--- src/rtl/kc705_ethernet_rgmii_axi_tx_arbiter.sv ---
// Two-source AXI-Stream packet arbiter for the KC705 RGMII TX path: round-robin
// grants on packet boundaries, an enforced inter-frame gap, and mid-packet stall abort.
module kc705_ethernet_rgmii_axi_tx_arbiter #(
  parameter logic [15:0] IFG_CYCLES     = 16'd12,
  parameter logic [15:0] TIMEOUT_CYCLES = 16'd1024
) (
  input  logic        axi_tclk,
  input  logic        axi_treset,
  input  logic        enable_tx_arb,
  input  logic [7:0]  s0_tdata,
  input  logic        s0_tvalid,
  input  logic        s0_tlast,
  output logic        s0_tready,
  input  logic [7:0]  s1_tdata,
  input  logic        s1_tvalid,
  input  logic        s1_tlast,
  output logic        s1_tready,
  output logic [7:0]  tdata,
  output logic        tvalid,
  output logic        tlast,
  output logic        tuser,
  input  logic        tready,
  output logic [1:0]  active_port,
  output logic [15:0] pkt_count0,
  output logic [15:0] pkt_count1,
  output logic [15:0] abort_count
);

  typedef enum logic [1:0] {IDLE, GRANT0, GRANT1, GAP} state_t;

  // With fewer than two gap cycles the IDLE/grant setup already covers the gap.
  localparam bit USE_GAP = (IFG_CYCLES >= 16'd2);

  state_t      state, state_nxt;
  logic        last_served;
  logic [15:0] stall_cnt;
  logic [15:0] gap_cnt;

  logic [7:0]  data_p0;
  logic        vld_p0;
  logic        last_p0;
  logic        user_p0;

  logic        out_free;
  logic        in_grant;
  logic        src_vld;
  logic        src_last;
  logic [7:0]  src_data;
  logic        accept;
  logic        end_pkt;
  logic        abort_now;
  logic        pkt_done;
  logic        gap_done;

  function automatic logic [15:0] sat_inc16(input logic [15:0] x, input logic [15:0] lim);
    sat_inc16 = (x < lim) ? x + 16'd1 : x;
  endfunction

  assign out_free  = ~vld_p0 | tready;
  assign in_grant  = (state == GRANT0) | (state == GRANT1);
  assign s0_tready = (state == GRANT0) & out_free;
  assign s1_tready = (state == GRANT1) & out_free;
  assign src_vld   = (state == GRANT1) ? s1_tvalid : s0_tvalid;
  assign src_last  = (state == GRANT1) ? s1_tlast  : s0_tlast;
  assign src_data  = (state == GRANT1) ? s1_tdata  : s0_tdata;
  assign accept    = in_grant & src_vld & out_free;
  assign end_pkt   = accept & src_last;
  // A source beat arriving on the timeout cycle wins over the abort.
  assign abort_now = in_grant & ~src_vld & out_free & (stall_cnt >= TIMEOUT_CYCLES);
  assign pkt_done  = end_pkt | abort_now;
  // The final tlast beat occupies the first GAP cycle and IDLE plus the grant
  // setup cycle follow, so the output sees exactly IFG_CYCLES idle cycles.
  assign gap_done  = (gap_cnt >= IFG_CYCLES - 16'd2);

  always_comb begin
    state_nxt = state;
    case (state)
      IDLE: begin
        if (enable_tx_arb) begin
          if (s0_tvalid && (!s1_tvalid || last_served)) state_nxt = GRANT0;
          else if (s1_tvalid)                           state_nxt = GRANT1;
        end
      end
      GRANT0, GRANT1: begin
        if (pkt_done) begin
          if (USE_GAP) state_nxt = GAP;
          else         state_nxt = IDLE;
        end
      end
      GAP: begin
        if (gap_done) state_nxt = IDLE;
      end
      default: state_nxt = IDLE;
    endcase
  end

  always_ff @(posedge axi_tclk) begin
    if (axi_treset) state <= IDLE;
    else            state <= state_nxt;
  end

  always_ff @(posedge axi_tclk) begin
    if (axi_treset) begin
      last_served <= 1'b1;
      stall_cnt   <= '0;
      gap_cnt     <= '0;
      pkt_count0  <= '0;
      pkt_count1  <= '0;
      abort_count <= '0;
    end else begin
      if (pkt_done) last_served <= (state == GRANT1);
      if (end_pkt && state == GRANT0) pkt_count0 <= pkt_count0 + 16'd1;
      if (end_pkt && state == GRANT1) pkt_count1 <= pkt_count1 + 16'd1;
      if (abort_now) abort_count <= abort_count + 16'd1;

      if (in_grant && !pkt_done) begin
        if (src_vld) stall_cnt <= '0;
        else         stall_cnt <= sat_inc16(stall_cnt, TIMEOUT_CYCLES);
      end else begin
        stall_cnt <= '0;
      end

      if (state == GAP) gap_cnt <= gap_cnt + 16'd1;
      else              gap_cnt <= '0;
    end
  end

  // Output stage p0: one-deep register toward the TX datapath
  always_ff @(posedge axi_tclk) begin
    if (axi_treset) begin
      data_p0 <= '0;
      vld_p0  <= 1'b0;
      last_p0 <= 1'b0;
      user_p0 <= 1'b0;
    end else if (accept) begin
      data_p0 <= src_data;
      vld_p0  <= 1'b1;
      last_p0 <= src_last;
      user_p0 <= 1'b0;
    end else if (abort_now) begin
      data_p0 <= 8'h00;
      vld_p0  <= 1'b1;
      last_p0 <= 1'b1;
      user_p0 <= 1'b1;
    end else if (tready) begin
      vld_p0  <= 1'b0;
    end
  end

  assign tdata  = data_p0;
  assign tvalid = vld_p0;
  assign tlast  = last_p0;
  assign tuser  = user_p0;

  always_comb begin
    active_port = 2'b00;
    if (state == GRANT0) active_port = 2'b01;
    if (state == GRANT1) active_port = 2'b10;
  end

endmodule
--- config.mk ---
export PLATFORM = sky130hd
export DESIGN_NAME = kc705_ethernet_rgmii_axi_tx_arbiter
export DESIGN_NICKNAME = d
export VERILOG_FILES = /design/src/rtl/kc705_ethernet_rgmii_axi_tx_arbiter.sv
export SDC_FILE = /design/constraint.sdc
export NUM_CORES = 1
export LEC_CHECK = 0
export CORE_UTILIZATION = 30
export DETAILED_ROUTE_END_ITERATION = 7
export GPL_ROUTABILITY_DRIVEN = 0
export PLACE_DENSITY = 0.54
export SLEW_MARGIN = 20
export SYNTH_ARGS = -nofsm -noshare
export SYNTH_HDL_FRONTEND = slang
export SYNTH_SLANG_ARGS = --single-unit
export TNS_END_PERCENT = 20
--- constraint.sdc ---
create_clock -name axi_tclk -period 2.6 [get_ports axi_tclk]
set_input_delay 0.65 -clock axi_tclk [delete_from_list [all_inputs] [get_ports axi_tclk]]
set_output_delay 0.65 -clock axi_tclk [all_outputs]
set_load 0.05 [all_outputs]
==> reports/metrics.yaml, run 1 <==
global_route:
  first_global_vias: 3489
  track_usage_pct: 14.2
  grt_max_degree: 30
  grt_pass1_wl_um: 16900
  antenna_found_initial: 0
  overflow: 0
routing:
  route.vias.total: 3712
  drt-total-wl_um: 10200
  postRouteAntennaNets: 0
  via_per_inst: 4.75
  drc_errors: 1
  met1_length_um: 4900
  firstDrtPassIters: 6
  drt_iter0_markers: 235
  wl_met2_um: 4750
  top_layer: "met4"
  wire_per_inst_um: 13.1
  wl_met3_um: 364
logic_synthesis:
  ys_ff_latch: 94
  synth_seq_area_share_pct: 42.4
  synth_edf_count: 0
  ys_top_cells_by_area: "dfxtp_1 42%, nor2_1 7.6%, xnor2_1 5.9%"
  synth_nets: 536
  yosys.cell_types.count: 43
  avgSynthCellArea_um2: 8.88
  synth-async-reset-ratio_pct: 0
  ys_warn_count: 0
  synth_area_um2: 4440
  synth_flop_cell: "dfxtp_1"
  syn_inst: 500
  yosysTopAreaCell: "dfxtp_1"
  yosys.area.top_type_share_pct: 42.4
die:
  start_util_pct: 30.7
  die_area_um2: 15300
  io_pins: 87
  die_w_um: 124
  fp-row-count: 44
  die_h_um: 124
  core-area_um2: 14500
clock_tree:
  cts_tree: "done"
  clock_sinks: 94
  cts_made_buffers: 9
  htree_levels: 3
  clkTransAtPathRegs_ns: 0.06
  cts_buffer_depth: 2
  clk_latency_ns: 0.35
  cts-root-buf: "clkbuf_16"
setup_path:
  critical_path_class: "flip-flop to primary output"
  path_max_fanout: 11
  crit_cells: 5
  cp-startpoint: "state[0]"
  cp.buffers_inverters: 3
  critPathTopFamily: "buffers and inverters"
  max_stage_delay_ns: 0.33
  path_cells: "inv_1, ha_2, buf_4, and2_1, buf_12"
  r2r_end: "pkt_count0[14]"
  worst_ep_required_time_ns: 1.95
  arrival_ns: 1.79
  start_kind: "flip-flop"
  critPathCapture: "s1_tready"
  worst-r2r-cell-count: 7
  worst_path_max_delay_cell: "dfxtp_1"
  timing.rr.start: "state[1]"
  r2r_setup_slack_ns: 0.37
  cp-end-kind: "primary output"
layout:
  nets: 630
  layout_common_cells: "94 x dfxtp_1, 90 x nor2_1, 81 x clkdlybuf4s50_1"
  fillCellCount: 1446
  final_layout_size_suffix_gt1_share_pct: 11.5
  final_common_cell: "dfxtp_1"
  syn2layout_area_growth_pct: 32.7
  post-route-util_pct: 40.7
  antenna_cells: 0
place:
  io_buffers: 86
  dpl.hpwl_um: 7430
sta:
  clock.fmax_ghz: 0.410
  setup_viol: 0
  maxSlewViolCount: 0
  period_share_pct: 93.8
  maxSlewHeadroom_pct: 59.0
  hold_violations: 0
  worst_slew_pin_slew_ns: 0.615
  rsz0062_at_grt: "no"
  whs_ns: 0.425
  fin_skew_ns: 0.00647
  period_minus_slack_ns: 2.44
  fin_tns_setup_ns: 0
status:
  violations: "design-rule violations"
  status: "complete, but fails checks"
flow_run:
  max_cap_viol_count: 0
power_and_ir_drop:
  irDropWorstVdd_mv: 0.398
  power.leakage_nw: 2.06
  power.density_nw_per_um2: 685
hold_path:
  hp-class: "flip-flop to flip-flop"
[cells by family after synthesis]
logic type / synth area share, %
flops: 42.4
buf+inv: 3.69
simple gates: 27.9
compound gates: 6.68
mux: 5.52
fa+ha+maj: 3.38
xor+xnor: 10.5
[final cells by class]
cell class	count	area, µm²	share of cell area, %
Timing Repair Buffer	104	1020	17.3
Tap cell	184	230	3.91
Sequential cell	94	1880	31.9
Multi-Input combinational cell	366	2400	40.7
Clock buffer	11	243	4.12
Clock inverter	4	47.5	0.807
Inverter	19	71.3	1.21
[registers in the layout, indices dropped and copies added, names as in the netlist]
| register | count |
|---|---|
| pkt_count0 | 16 |
| last_served | 1 |
| tdata | 8 |
| gap_cnt | 16 |
| stall_cnt | 16 |
| tlast | 1 |
| state | 2 |
| pkt_count1 | 16 |
| tvalid | 1 |
| abort_count | 16 |
| tuser | 1 |
[worst min path at each step]
stage | depth (start not counted) | endpoint | slack (ns) | start
after floorplan | 2 | stall_cnt[11] | 0.41 | stall_cnt[11]
after global placement | 2 | stall_cnt[11] | 0.41 | stall_cnt[11]
after detailed placement | 2 | stall_cnt[11] | 0.42 | stall_cnt[11]
after CTS | 2 | stall_cnt[11] | 0.43 | stall_cnt[11]
after global routing | 2 | stall_cnt[11] | 0.45 | stall_cnt[11]
final | 2 | stall_cnt[11] | 0.43 | stall_cnt[11]
[per-layer routing]
layer	up-vias	global-route usage, %
met2	67	22.3
li1	1904	-
met1	1725	18.4
met4	0	6.02
met3	16	3.39
met5	-	0
[where the power goes]
part	switching, mW	total (mW)	internal [mW]
Sequential	0.0502	1.56	1.51
Clock	0.551	1.31	0.763
Combinational	0.696	1.17	0.469
Total	1.30	4.04	2.74
[synthesized netlist by cell type, types with 2 or more instances]
library cell   n
nor4_1        12
mux2i_1        5
nor3_2         2
nand3_1       27
ha_1          12
a31o_2         5
inv_1         19
and3_1        12
nor4b_1        2
dfxtp_1       94
buf_2          5
or3_1          5
xnor2_1       30
nor2_1        90
and4_1         7
o21ai_0        9
nand4_1       15
nand4_2        2
and2_1         6
nor3_1        11
nand2_1       22
nor2b_1        6
buf_1          2
nor4_4         3
nand2b_1       9
xor2_1        23
a22oi_1        8
clkbuf_1      13
mux2_2        14
a21oi_1       17
[per-stage QoR]
step	power (mW)	worst slack [ns]	cells	cell area [µm²]
after floorplan	2.33	0.0346	500	4440
after CTS	4.09	0.0367	782	5890
after global routing	4.22	0.0907	782	5890
after detailed placement	2.76	0.0161	767	5600
final	4.04	0.161	782	5890
after global placement	2.74	0.0491	767	5600
[worst reg2reg max path, cell delays in order (launching register included)]
cell and delay [ns]:
dfxtp_1 0.40, inv_1 0.10, ha_1 0.52, inv_1 0.15
nor3_2 0.37, nand3_1 0.15, or4_1 0.41, nand2_1 0.07
[timing repair]
| item | in CTS | in global routing |
|---|---|---|
| setup endpoints to repair | 0 | 2 |
| setup buffers | 0 | 0 |
| hold buffers | 0 | 0 |
| resized for setup | 0 | 2 |
Note: power is estimated with default switching activity, not from simulation.
==> run 2, diff against run 1 <==
--- a/config.mk
+++ b/config.mk
@@ -5,6 +5,7 @@
 export SDC_FILE = /design/constraint.sdc
 export NUM_CORES = 1
 export LEC_CHECK = 0
+export CORE_MARGIN = 10
 export CORE_UTILIZATION = 30
 export DETAILED_ROUTE_END_ITERATION = 7
 export GPL_ROUTABILITY_DRIVEN = 0
==> run 2 against run 1 <==
Effect of this change: the run now ends clean; combinational power about the same; highest routed layer unchanged; flip-flop and latch count is the same; sequential power hardly changed.
==> reports/metrics.yaml, run 2 (synthesis gave the netlist of run 1 again) <==
power_and_ir_drop:
  irDropWorstVdd_mv: 0.403
  power.leakage_nw: 2.08
  power.density_nw_per_um2: 686
  finalPower_mw: 4.06
clock_tree:
  cts_tree: "done"
  cts_buffer_depth: 2
  post_cts_buffers: 0
  htree_levels: 3
  cts_hold_buffers: 0
  clock_sinks: 94
  clkTransAtPathRegs_ns: 0.07
  cts_made_buffers: 9
  clk_latency_ns: 0.34
  cts-root-buf: "clkbuf_16"
sta:
  fin_tns_setup_ns: 0
  hold_violations: 0
  maxSlewViolCount: 0
  rsz0062_at_grt: "no"
  worst_slew_pin_slew_ns: 0.594
  clock.fmax_ghz: 0.408
  setup_viol: 0
  period_minus_slack_ns: 2.45
  fin_skew_ns: 0.00778
  period_share_pct: 94.2
  maxSlewHeadroom_pct: 60.4
die:
  io_pins: 87
  die_area_um2: 20100
  start_util_pct: 30.5
  die_h_um: 142
  die_w_um: 142
  core-area_um2: 14500
  fp-row-count: 44
routing:
  drc_errors: 0
  route.vias.total: 3784
  drt-total-wl_um: 11200
  via_per_inst: 4.82
  postRouteAntennaNets: 0
  drt_iter0_markers: 174
  wire_per_inst_um: 14.2
  firstDrtPassIters: 4
status:
  status: "completed"
setup_path:
  worst_ep_required_time_ns: 1.95
  critPathCapture: "s1_tready"
  r2r_setup_slack_ns: 0.21
  cp-startpoint: "tready"
  timing.rr.start: "state[0]"
  worst_path_max_delay_cell: "clkdlybuf4s50_1"
  path_max_fanout: 7
  start_kind: "primary input"
  max_stage_delay_ns: 0.47
  worst-r2r-cell-count: 7
  arrival_ns: 1.80
  r2r_end: "state[0]"
  critical_path_class: "primary input to primary output"
  cp-end-kind: "primary output"
  path_cells: "clkdlybuf4s50_1, nand2b_2, and2_1, buf_12"
flow_run:
  max_cap_viol_count: 0
layout:
  antenna_cells: 0
  syn2layout_area_growth_pct: 33.2
  final_layout_size_suffix_gt1_share_pct: 12.0
  final_cell_area_um2: 5910
  layout_common_cells: "94 x dfxtp_1, 90 x nor2_1, 81 x clkdlybuf4s50_1"
  final_common_cell: "dfxtp_1"
  post-route-util_pct: 40.7
  nets: 632
hold_path:
  hp-class: "flip-flop to flip-flop"
global_route:
  grt_pass1_wl_um: 18700
  overflow: 0
  antenna_found_initial: 0
  first_global_vias: 3743
  grt_max_degree: 36
  track_usage_pct: 11.2
place:
  dpl.hpwl_um: 8310
  io_buffers: 86
  placed_area_um2: 5610
[run 2: cell types whose count changed in the layout (fill, tap and decap cells not counted)]
| cell | change |
|---|---|
| clkinv_4 | +4 |
| buf_4 | +2 |
| clkbuf_1 | -1 |
| clkbuf_8 | -1 |
| clkinvlp_4 | -1 |
| ha_1 | +1 |
| ha_2 | -1 |
[run 2: how the worst min path moves through the flow]
stage	to	cells after the start	start
3_5_place_dp	stall_cnt[11]	2	stall_cnt[11]
6_report	stall_cnt[11]	2	stall_cnt[11]
5_1_grt	stall_cnt[11]	2	stall_cnt[11]
4_1_cts	stall_cnt[11]	2	stall_cnt[11]
2_1_floorplan	stall_cnt[11]	2	stall_cnt[11]
3_3_place_gp	stall_cnt[11]	2	stall_cnt[11]
[run 2: final cells by class]
type	instances	area, µm²
Fill cell	1449	8620
Sequential cell	94	1880
Tap cell	184	230
Multi-Input combinational cell	366	2400
Timing Repair Buffer	106	1030
Clock buffer	9	225
Clock inverter	7	75.1
Inverter	19	71.3
[run 2: worst max-delay path: cells and delay by family]
family	cells	cell delay, ns
buf+inv	2	0.63
simple gates	2	0.51
[run 2: power by group]
part / internal (mW) / switching (mW) / total (mW)
clock network: 0.749 / 0.582 / 1.33
logic: 0.475 / 0.697 / 1.17
registers: 1.51 / 0.0468 / 1.55
total: 2.73 / 1.33 / 4.06
[run 2: metrics by stage]
step           hold WS [ns]  setup WS, ns  instances
2_1_floorplan         0.408        0.0346        500
3_3_place_gp          0.414        0.0393        769
3_5_place_dp          0.417        0.0197        769
4_1_cts               0.427        0.0198        785
5_1_grt               0.479        0.0136        785
6_report              0.428         0.151        785
[run 2: what timing repair did]
action | CTS | global route
hold endpoints to repair | 0 | 0
gates resized for setup | 0 | 1
setup endpoints to repair | 0 | 1
[run 2: metal layers]
layer | share of wire (%) | vias up | GRT usage [%] | wire length, µm
li1 | - | 1916 | - | -
met1 | 45 | 1798 | 13.7 | 5020
met2 | 48 | 65 | 18.1 | 5380
met3 | 6.4 | 5 | 4.51 | 717
met4 | 0.50 | 0 | 2.58 | 56
met5 | 0 | - | 0 | 0
==> run 3, diff against run 2 <==
--- a/config.mk
+++ b/config.mk
@@ -5,11 +5,11 @@
 export SDC_FILE = /design/constraint.sdc
 export NUM_CORES = 1
 export LEC_CHECK = 0
+export CAP_MARGIN = 15
 export CORE_MARGIN = 10
-export CORE_UTILIZATION = 30
+export CORE_UTILIZATION = 35
 export DETAILED_ROUTE_END_ITERATION = 7
 export GPL_ROUTABILITY_DRIVEN = 0
-export PLACE_DENSITY = 0.54
 export SLEW_MARGIN = 20
 export SYNTH_ARGS = -nofsm -noshare
 export SYNTH_HDL_FRONTEND = slang
==> run 3 against run 2 <==
Effect of this change: non-clock buffer count down 4; global-route usage up 1.0 points; power down 4.1%; die area down 12%; sequential power about the same; critical path type unchanged; largest cell class unchanged; largest power group unchanged.
==> reports/metrics.yaml, run 3 (synthesis gave the netlist of run 1 again) <==
global_route:
  busiest_layer: "met2"
  met3_usage_pct: 4.01
  grt_pass1_wl_um: 18200
  overflow: 0
  track_usage_pct: 12.2
  grt_max_degree: 29
  first_global_vias: 3697
  grtUsageMet1_pct: 14.2
  antenna_found_initial: 0
  use_met2_pct: 20.8
sta:
  period_share_pct: 93.8
  maxSlewViolCount: 0
  fin_skew_ns: 0.00340
  hold_violations: 0
  fin_tns_setup_ns: 0
  rsz0062_at_grt: "no"
  clock.fmax_ghz: 0.410
  setup_viol: 0
  period_minus_slack_ns: 2.44
  worst_slew_pin_slew_ns: 0.619
  maxSlewHeadroom_pct: 58.7
setup_path:
  start_kind: "primary input"
  path_max_fanout: 8
  critPathCapture: "s0_tready"
  r2r_setup_slack_ns: 0.43
  cp-end-kind: "primary output"
  r2r_end: "pkt_count0[14]"
  timing.rr.start: "state[1]"
  cp-startpoint: "tready"
  worst-r2r-cell-count: 7
  arrival_ns: 1.79
  worst_ep_required_time_ns: 1.95
  critical_path_class: "primary input to primary output"
die:
  die_w_um: 133
  die_area_um2: 17600
  io_pins: 87
  fp-row-count: 41
  start_util_pct: 35.5
  core-area_um2: 12500
  die_h_um: 133
routing:
  drt-total-wl_um: 10700
  wire_per_inst_um: 14.0
  via_per_inst: 4.85
  drc_errors: 0
  postRouteAntennaNets: 0
  drt_iter0_markers: 209
  firstDrtPassIters: 4
  route.vias.total: 3723
layout:
  final_layout_size_suffix_gt1_share_pct: 10.9
  nets: 628
  seqCellArea_um2: 1880
  final_cell_area_um2: 5830
  multi_input_area_um2: 2400
  fillCellCount: 1263
  antenna_cells: 0
  final_common_cell: "dfxtp_1"
  syn2layout_area_growth_pct: 31.3
  layout_common_cells: "94 x dfxtp_1, 90 x nor2_1, 81 x clkdlybuf4s50_1"
place:
  placed_area_um2: 5570
  io_buffers: 86
  dpl.hpwl_um: 7960
clock_tree:
  cts_made_buffers: 9
  clk_latency_ns: 0.33
  htree_levels: 3
  cts_buffer_depth: 2
  clkTransAtPathRegs_ns: 0.06
  cts_tree: "done"
  clock_sinks: 94
  cts-root-buf: "clkbuf_16"
power_and_ir_drop:
  irDropWorstVdd_mv: 0.496
  power.density_nw_per_um2: 668
  power.leakage_nw: 2.03
status:
  status: "completed"
flow_run:
  max_cap_viol_count: 0
hold_path:
  hp-class: "flip-flop to flip-flop"
run 3: cell types whose count changed in the layout (fill, tap and decap cells not counted):
cell       change
clkinv_4       -4
bufinv_16      -1
ha_2           +1
buf_4          -4
clkbuf_8       +1
ha_1           -1
clkbuf_1       +2
run 3: final cells by class:
| type | count | area share (%) |
|---|---|---|
| tap | 172 | 3.69 |
| inverter | 19 | 1.22 |
| multi-input combinational | 366 | 41.2 |
| sequential | 94 | 32.3 |
| timing repair buffer | 102 | 17.2 |
| clock inverter | 2 | 0.172 |
| clock buffer | 12 | 4.23 |
run 3: critical path: stages:
cell and delay [ns]:
clkdlybuf4s50_1 0.48, nand2b_2 0.24, and2_1 0.25, buf_12 0.16
run 3: per-stage QoR:
stage               utilization, %  hold WS [ns]  setup WS, ns  power, mW  instances
CTS                           46.5         0.428        0.0222       3.94        767
floorplan                        -         0.408        0.0346       2.33        500
detailed placement            44.5         0.418      -0.00766       2.75        753
finish                        46.6         0.428         0.162       3.89        767
global route                  46.6         0.445        0.0634       4.08        767
global placement              44.5         0.414        0.0219       2.73        753
run 3: worst min-delay path by stage:
stage                              from            end  slack [ns]  cells after the start
after detailed placement  stall_cnt[11]  stall_cnt[11]        0.42                      2
after floorplan           stall_cnt[11]  stall_cnt[11]        0.41                      2
final                     stall_cnt[11]  stall_cnt[11]        0.43                      2
after global routing      stall_cnt[11]  stall_cnt[11]        0.45                      2
after CTS                 stall_cnt[11]  stall_cnt[11]        0.43                      2
after global placement    stall_cnt[11]  stall_cnt[11]        0.41                      2
run 3: power by group:
group,total [mW],switching [mW],leakage (nW),internal (mW)
sequential,1.55,0.0468,0.758,1.51
combinational,1.16,0.687,1.15,0.471
clock,1.18,0.518,0.128,0.661
total,3.89,1.25,2.03,2.64
run 3: per-layer routing:
metal,vias to the layer above,wire [µm]
met4,0,118
met5,-,0
met1,1760,4730
met3,10,458
li1,1901,-
met2,52,5430
run 3: timing repair:
action                                  4_1_cts  5_1_grt
buffers inserted                              0        0
gates resized for setup                       0        2
endpoints found under the setup margin        0        2
hold buffers                                  0        0
